**config.mk**
```make
export PLATFORM = sky130hd
export DESIGN_NAME = lcd_rd_ctrl
export DESIGN_NICKNAME = d
export VERILOG_FILES = /design/src/rtl/lcd_pkg.sv /design/src/rtl/lcd_phase_timer.sv /design/src/rtl/lcd_rd_ctrl.sv
export SDC_FILE = /design/constraint.sdc
export NUM_CORES = 1
export LEC_CHECK = 0
export CAP_MARGIN = 5
export CORE_MARGIN = 10
export CORE_UTILIZATION = 45
export CTS_CLUSTER_SIZE = 20
export DETAILED_ROUTE_END_ITERATION = 12
export PLACE_DENSITY = 0.7
export SLEW_MARGIN = 40
export SYNTH_ARGS = -nofsm -noshare
export SYNTH_HDL_FRONTEND = slang
export SYNTH_SLANG_ARGS = --single-unit
```
**constraint.sdc**
```tcl
create_clock -name i_clk -period 2.2 [get_ports i_clk]
set_clock_uncertainty 0.15 [all_clocks]
set_input_delay 0.33 -clock i_clk [delete_from_list [all_inputs] [get_ports i_clk]]
set_output_delay 0.33 -clock i_clk [all_outputs]
set_load 0.03 [all_outputs]
```
**src/rtl/lcd_pkg.sv**
```systemverilog
// lcd_pkg: shared HD44780 bus definitions for the LCD read and write controllers.
package lcd_pkg;

    localparam int LCD_BF_BIT = 7;

    typedef enum logic {
        LCD_RD_BF_AC = 1'b0,
        LCD_RD_DATA  = 1'b1
    } lcd_rd_e;

    typedef enum logic [1:0] {
        ST_IDLE,
        ST_SETUP,
        ST_PULSE,
        ST_HOLD
    } lcd_rd_st_e;

    function automatic int ns_to_cyc(input int ns, input int period_ns);
        return (ns + period_ns - 1) / period_ns;
    endfunction

endpackage

```
**src/rtl/lcd_phase_timer.sv**
```systemverilog
// lcd_phase_timer: loadable down-counter; o_done is high while the count sits at zero.
module lcd_phase_timer #(
    parameter int W = 8
) (
    input  logic         i_clk,
    input  logic         i_rst_n,
    input  logic         i_load,
    input  logic [W-1:0] i_val,
    output logic         o_done
);

    logic [W-1:0] cnt_q, cnt_d;

    always_comb cnt_d = i_load ? i_val : (cnt_q != '0 ? cnt_q - 1'b1 : cnt_q);

    always_ff @(posedge i_clk) begin
        if (!i_rst_n) cnt_q <= '0;
        else          cnt_q <= cnt_d;
    end

    assign o_done = cnt_q == '0;

endmodule

```
**src/rtl/lcd_rd_ctrl.sv**
```systemverilog
// lcd_rd_ctrl: HD44780 read-cycle engine returning busy flag/AC or a data byte.
// LCD_RD_BUSY_POLL_EN adds i_poll/o_timeout: repeat BF/AC reads until the busy flag clears.
module lcd_rd_ctrl
    import lcd_pkg::*;
#(
    parameter int T_PERIOD_NS = 40,
    parameter int T_AS_NS     = 80,
    parameter int T_PW_NS     = 460,
    parameter int T_DDR_NS    = 320,
    parameter int T_CYCE_NS   = 1000
) (
    input  logic       i_clk,
    input  logic       i_rst_n,
    input  logic       i_vld,
    output logic       o_rdy,
    input  logic       i_rs,
`ifdef LCD_RD_BUSY_POLL_EN
    input  logic       i_poll,
    output logic       o_timeout,
`endif
    output logic       o_rd_vld,
    output logic [7:0] o_rd_data,
    output logic       o_busy,
    output logic [6:0] o_ac,
    output logic       o_bus_rd,
    output logic       o_LCD_RW,
    output logic       o_LCD_RS,
    output logic       o_LCD_EN,
    input  logic [7:0] i_LCD_DATA
);

    localparam int AS_CYC  = ns_to_cyc(T_AS_NS, T_PERIOD_NS);
    localparam int PW_CYC  = ns_to_cyc(T_PW_NS, T_PERIOD_NS);
    localparam int DDR_CYC = ns_to_cyc(T_DDR_NS, T_PERIOD_NS);
    localparam int CYC_CYC = ns_to_cyc(T_CYCE_NS, T_PERIOD_NS);
    localparam int HD_RAW  = CYC_CYC - AS_CYC - PW_CYC;
    localparam int HD_CYC  = HD_RAW < 1 ? 1 : HD_RAW;
    localparam int MX1     = AS_CYC > PW_CYC ? AS_CYC : PW_CYC;
    localparam int MX      = MX1 > HD_CYC ? MX1 : HD_CYC;
    localparam int TW      = $clog2(MX + 1);
    localparam logic [TW-1:0] AS_LD = TW'(AS_CYC - 1);
    localparam logic [TW-1:0] PW_LD = TW'(PW_CYC - 1);
    localparam logic [TW-1:0] HD_LD = TW'(HD_CYC - 1);

    // The capture uses the registered copy of LCD_DATA, so data must settle one cycle before EN falls.
    if (DDR_CYC + 1 > PW_CYC) begin : g_ddr_chk
        $error("lcd_rd_ctrl: DDR_CYC+1 exceeds PW_CYC, read data would be captured before it is valid");
    end

    lcd_rd_st_e st_q, st_d;
    lcd_rd_e    rs_q, rs_d;
    logic       rdy_q, rdy_d, rd_vld_q, rd_vld_d, bus_q, bus_d, en_q, en_d, busy_q, busy_d;
    logic [7:0] din_q, din_d, cap_q, cap_d, rd_data_q, rd_data_d;
    logic [6:0] ac_q, ac_d;
    logic       tmr_load, tmr_done, accept, hold_end, repeat_rd, poll_req;
    logic [TW-1:0] tmr_val;

    assign accept   = st_q == ST_IDLE && i_vld;
    assign hold_end = st_q == ST_HOLD && tmr_done;

    lcd_phase_timer #(.W(TW)) u_tmr (
        .i_clk   (i_clk),
        .i_rst_n (i_rst_n),
        .i_load  (tmr_load),
        .i_val   (tmr_val),
        .o_done  (tmr_done)
    );

`ifdef LCD_RD_BUSY_POLL_EN
    logic        poll_q, poll_d, to_q, to_d;
    logic [15:0] pcnt_q, pcnt_d;
    assign poll_req  = i_poll;
    assign repeat_rd = poll_q && cap_q[LCD_BF_BIT] && pcnt_q != 16'hFFFE;
    always_comb begin
        poll_d = accept ? i_poll : poll_q;
        pcnt_d = accept ? 16'd0 : (hold_end && repeat_rd ? pcnt_q + 16'd1 : pcnt_q);
        to_d   = accept ? 1'b0 : (hold_end ? !repeat_rd && poll_q && cap_q[LCD_BF_BIT] : to_q);
    end
    always_ff @(posedge i_clk) begin
        if (!i_rst_n) begin
            poll_q <= 1'b0;
            pcnt_q <= '0;
            to_q   <= 1'b0;
        end else begin
            poll_q <= poll_d;
            pcnt_q <= pcnt_d;
            to_q   <= to_d;
        end
    end
    assign o_timeout = to_q;
`else
    assign poll_req  = 1'b0;
    assign repeat_rd = 1'b0;
`endif

    always_comb begin
        st_d      = st_q;
        rs_d      = rs_q;
        rdy_d     = rdy_q;
        bus_d     = bus_q;
        en_d      = en_q;
        busy_d    = busy_q;
        ac_d      = ac_q;
        cap_d     = cap_q;
        rd_data_d = rd_data_q;
        din_d     = i_LCD_DATA;
        rd_vld_d  = 1'b0;
        tmr_load  = 1'b0;
        tmr_val   = AS_LD;
        unique case (st_q)
            ST_IDLE: if (i_vld) begin
                st_d     = ST_SETUP;
                rs_d     = poll_req ? LCD_RD_BF_AC : lcd_rd_e'(i_rs);
                rdy_d    = 1'b0;
                bus_d    = 1'b1;
                tmr_load = 1'b1;
            end
            ST_SETUP: if (tmr_done) begin
                st_d     = ST_PULSE;
                en_d     = 1'b1;
                tmr_load = 1'b1;
                tmr_val  = PW_LD;
            end
            ST_PULSE: if (tmr_done) begin
                st_d     = ST_HOLD;
                en_d     = 1'b0;
                cap_d    = din_q;
                tmr_load = 1'b1;
                tmr_val  = HD_LD;
            end
            ST_HOLD: if (tmr_done) begin
                tmr_load = repeat_rd;
                if (!repeat_rd) begin
                    st_d      = ST_IDLE;
                    rs_d      = LCD_RD_BF_AC;
                    rdy_d     = 1'b1;
                    bus_d     = 1'b0;
                    rd_vld_d  = 1'b1;
                    rd_data_d = cap_q;
                    busy_d    = rs_q == LCD_RD_BF_AC ? cap_q[LCD_BF_BIT] : busy_q;
                    ac_d      = rs_q == LCD_RD_BF_AC ? cap_q[6:0] : ac_q;
                end else begin
                    st_d = ST_SETUP;
                end
            end
            default: st_d = ST_IDLE;
        endcase
    end

    always_ff @(posedge i_clk) begin
        if (!i_rst_n) begin
            st_q      <= ST_IDLE;
            rs_q      <= LCD_RD_BF_AC;
            rdy_q     <= 1'b1;
            bus_q     <= 1'b0;
            en_q      <= 1'b0;
            busy_q    <= 1'b0;
            ac_q      <= '0;
            cap_q     <= '0;
            rd_data_q <= '0;
            din_q     <= '0;
            rd_vld_q  <= 1'b0;
        end else begin
            st_q      <= st_d;
            rs_q      <= rs_d;
            rdy_q     <= rdy_d;
            bus_q     <= bus_d;
            en_q      <= en_d;
            busy_q    <= busy_d;
            ac_q      <= ac_d;
            cap_q     <= cap_d;
            rd_data_q <= rd_data_d;
            din_q     <= din_d;
            rd_vld_q  <= rd_vld_d;
        end
    end

    assign o_rdy     = rdy_q;
    assign o_rd_vld  = rd_vld_q;
    assign o_rd_data = rd_data_q;
    assign o_busy    = busy_q;
    assign o_ac      = ac_q;
    assign o_bus_rd  = bus_q;
    assign o_LCD_RW  = bus_q;
    assign o_LCD_RS  = rs_q;
    assign o_LCD_EN  = en_q;

endmodule

```
==> impl_metrics.ini <==
[timing]
rsz0062_at_grt = no
post-route-period-util = 0.866
maxSlewViolCount = 0
maxSlewHeadroom = 0.723
finalWorstSetupSlack_ns = 0.294
setup_tns_ns = 0
worst_pin_slew_ns = 0.413
finalSetupViolations = 0
fmax_mhz = 525
hold_viol_final = 0
period_needed_ns = 1.91

[logic_synthesis]
syn_area_per_cell_sq_um = 9.41
seq_area_frac_synth = 0.474
synth.most_common_cell = dfxtp_1
synth_area_leader_cell = dfxtp_1
synth_edf_count = 0
ys_seq_elements = 43
ys_top_cells_by_count = dfxtp_1, nand2_1, mux2i_1, a21oi_1, nor2_1
synth.area.top_cells = dfxtp_1, mux2i_1, nand2_1
postSynthCellCount = 193
async_flop_share = 0
ys_types = 39
syn_nets = 212
yosys.area.top_type_share = 0.474
yosys_warnings = 0
syn_area_sq_um = 1820
synth_ff_type = dfxtp_1

[route]
drc = 0
via_per_inst = 5.01
ant_nets = 0
drt_iter0_markers = 70
routed_wl_microns = 3840
wl_per_cell_microns = 13.9
first_pass_iters = 4
vias = 1388

[power_and_ir_drop]
ir_drop_mv = 0.588
swShare = 0.358
p_switching_mw = 0.836
cell_internal_pwr_mw = 1.50
powerDensity_nw_per_um2 = 1030
pwr-share-clk = 0.209
pwr-share-seq = 0.405
p_leak_nw = 0.847
pwr-share-comb = 0.385

[run_status]
status = completed

[global_route]
grt_pass1_vias = 1401
grt_start_max_net_pins = 22
overflow = 0
grt_usage = 0.113
antenna_found_initial = 0
grt_pass1_wl_microns = 6600

[worst_setup_path]
critPathTopFamily = buffers and inverters
crit_path_cell_trace = clkdlybuf4s50_1
cp-end-kind = output port
slowest_stage = clkdlybuf4s50_1
critPathBufInv = 1
cpPeakStageDelay_ns = 0.71
critPathArrivalTime_ns = 1.43
critPathRequiredTime_ns = 1.72
critPathKind = register to output port
worstSetupStartpointType = register
cp_max_fo = 4

[clock_network]
clk_pin_slew_worst_paths_ns = 0.08
cts.sinks = 43
ctsHoldBuffers = 0
htreeDepth = 2
cts_made_buffers = 5
root_buffer = clkbuf_8
cts_buffer_depth = 2
insertion_delay_ns = 0.29
cts_tree = built
cts_setup_buffers = 0
cts_resized = 0

[floorplanning]
die_x_microns = 83.5
io_pins = 34
core-area_sq_um = 3940
initial_core_util = 0.461
die_area_sq_um = 6980
die_h_microns = 83.5
num_rows = 23

[worst_hold_path]
hold_class = register to register

[cells_and_area]
nets = 245
area_growth_pct = 24.9
multiInputGateArea_sq_um = 877
layout-drive-gt1-share = 0.0837
nFillCells = 353
regArea_sq_um = 861
n_antenna_cell = 0

[place]
post-dp-hpwl_microns = 2800
dpl_worst_slack_ns = 0.338
globalplace.congestion = 0.814
place.port_buffers = 33

[job]
maxCapViolCount = 0
-- power groups by stage --
stage / Combinational, mW / Sequential [mW] / Clock [mW]
after floorplan: 0.675 / 0.996 / 0
final: 0.900 / 0.947 / 0.488
after global placement: 0.903 / 0.962 / 0
after CTS: 0.907 / 0.947 / 0.499
after global routing: 0.999 / 0.965 / 0.534
after detailed placement: 0.897 / 0.966 / 0
-- registers in the layout, indices dropped and copies added (netlist names), 2 cells and up --
name,flops
din_q,8
st_q,2
o_rd_data,8
cap_q,8
u_tmr.cnt_q,4
o_ac,7
-- through the flow --
stage | utilization | instance area, sq um | instances | power [mW] | hold WS, ns
2_1_floorplan | - | 1820 | 193 | 1.67 | 0.290
3_3_place_gp | 0.554 | 2180 | 269 | 1.87 | 0.292
3_5_place_dp | 0.554 | 2180 | 269 | 1.86 | 0.298
4_1_cts | 0.575 | 2270 | 277 | 2.35 | 0.309
5_1_grt | 0.575 | 2270 | 277 | 2.50 | 0.336
6_report | 0.575 | 2270 | 277 | 2.34 | 0.305
-- kinds of logic (layout without fill, tap and decap cells) --
kind of cell    Yosys count  in the layout  share of synthesized area
flops                    43             43                      0.474
xor+xnor                  2              2                    0.00964
fa+ha+maj                 7              7                     0.0482
simple gates             74             74                      0.211
compound gates           32             32                      0.114
buf+inv                  17             51                     0.0434
mux                      18             18                     0.0992
-- worst paths after layout --
path,from,end,slack [ns],cells past startpoint
max,o_LCD_RS,o_LCD_RS,0.29,1
min,o_rd_data[0],o_rd_data[0],0.31,2
max reg2reg,st_q[0],st_q[0],0.37,5
min reg2reg,o_rd_data[0],o_rd_data[0],0.31,2
-- final cells by class --
class                           count  share of cell area
Inverter                            6             0.00993
Tap cell                           50              0.0276
Sequential cell                    43               0.379
Timing Repair Buffer               37               0.159
Clock inverter                      2             0.00552
Multi-Input combinational cell    133               0.387
Clock buffer                        6              0.0320
-- per-layer routing --
| metal | global-route usage | vias up | routed length [microns] |
|---|---|---|---|
| li1 | - | 721 | - |
| met1 | 0.130 | 633 | 1730 |
| met4 | 0.0441 | 0 | 47 |
| met3 | 0.0381 | 5 | 230 |
| met2 | 0.187 | 29 | 1830 |
| met5 | 0 | - | 0 |
-- cell usage in the layout, fill, tap and decap left out, drive strengths merged, types with 2 or more instances in the layout --
cell type      Yosys  routed
nor2b              2       2
clkbuf             6       6
nand3              3       3
nor2              11      11
o211a              3       3
inv                6       6
a31oi              2       2
ha                 7       7
nand2b             2       2
o21ai              4       4
a21oi             15      15
and4bb             2       2
a221oi             2       2
clkdlybuf4s50      0      33
nand2             37      37
dfxtp             43      43
buf                5       4
mux2i             18      18
and2               8       8
Note: power is estimated with default switching activity, not from simulation.
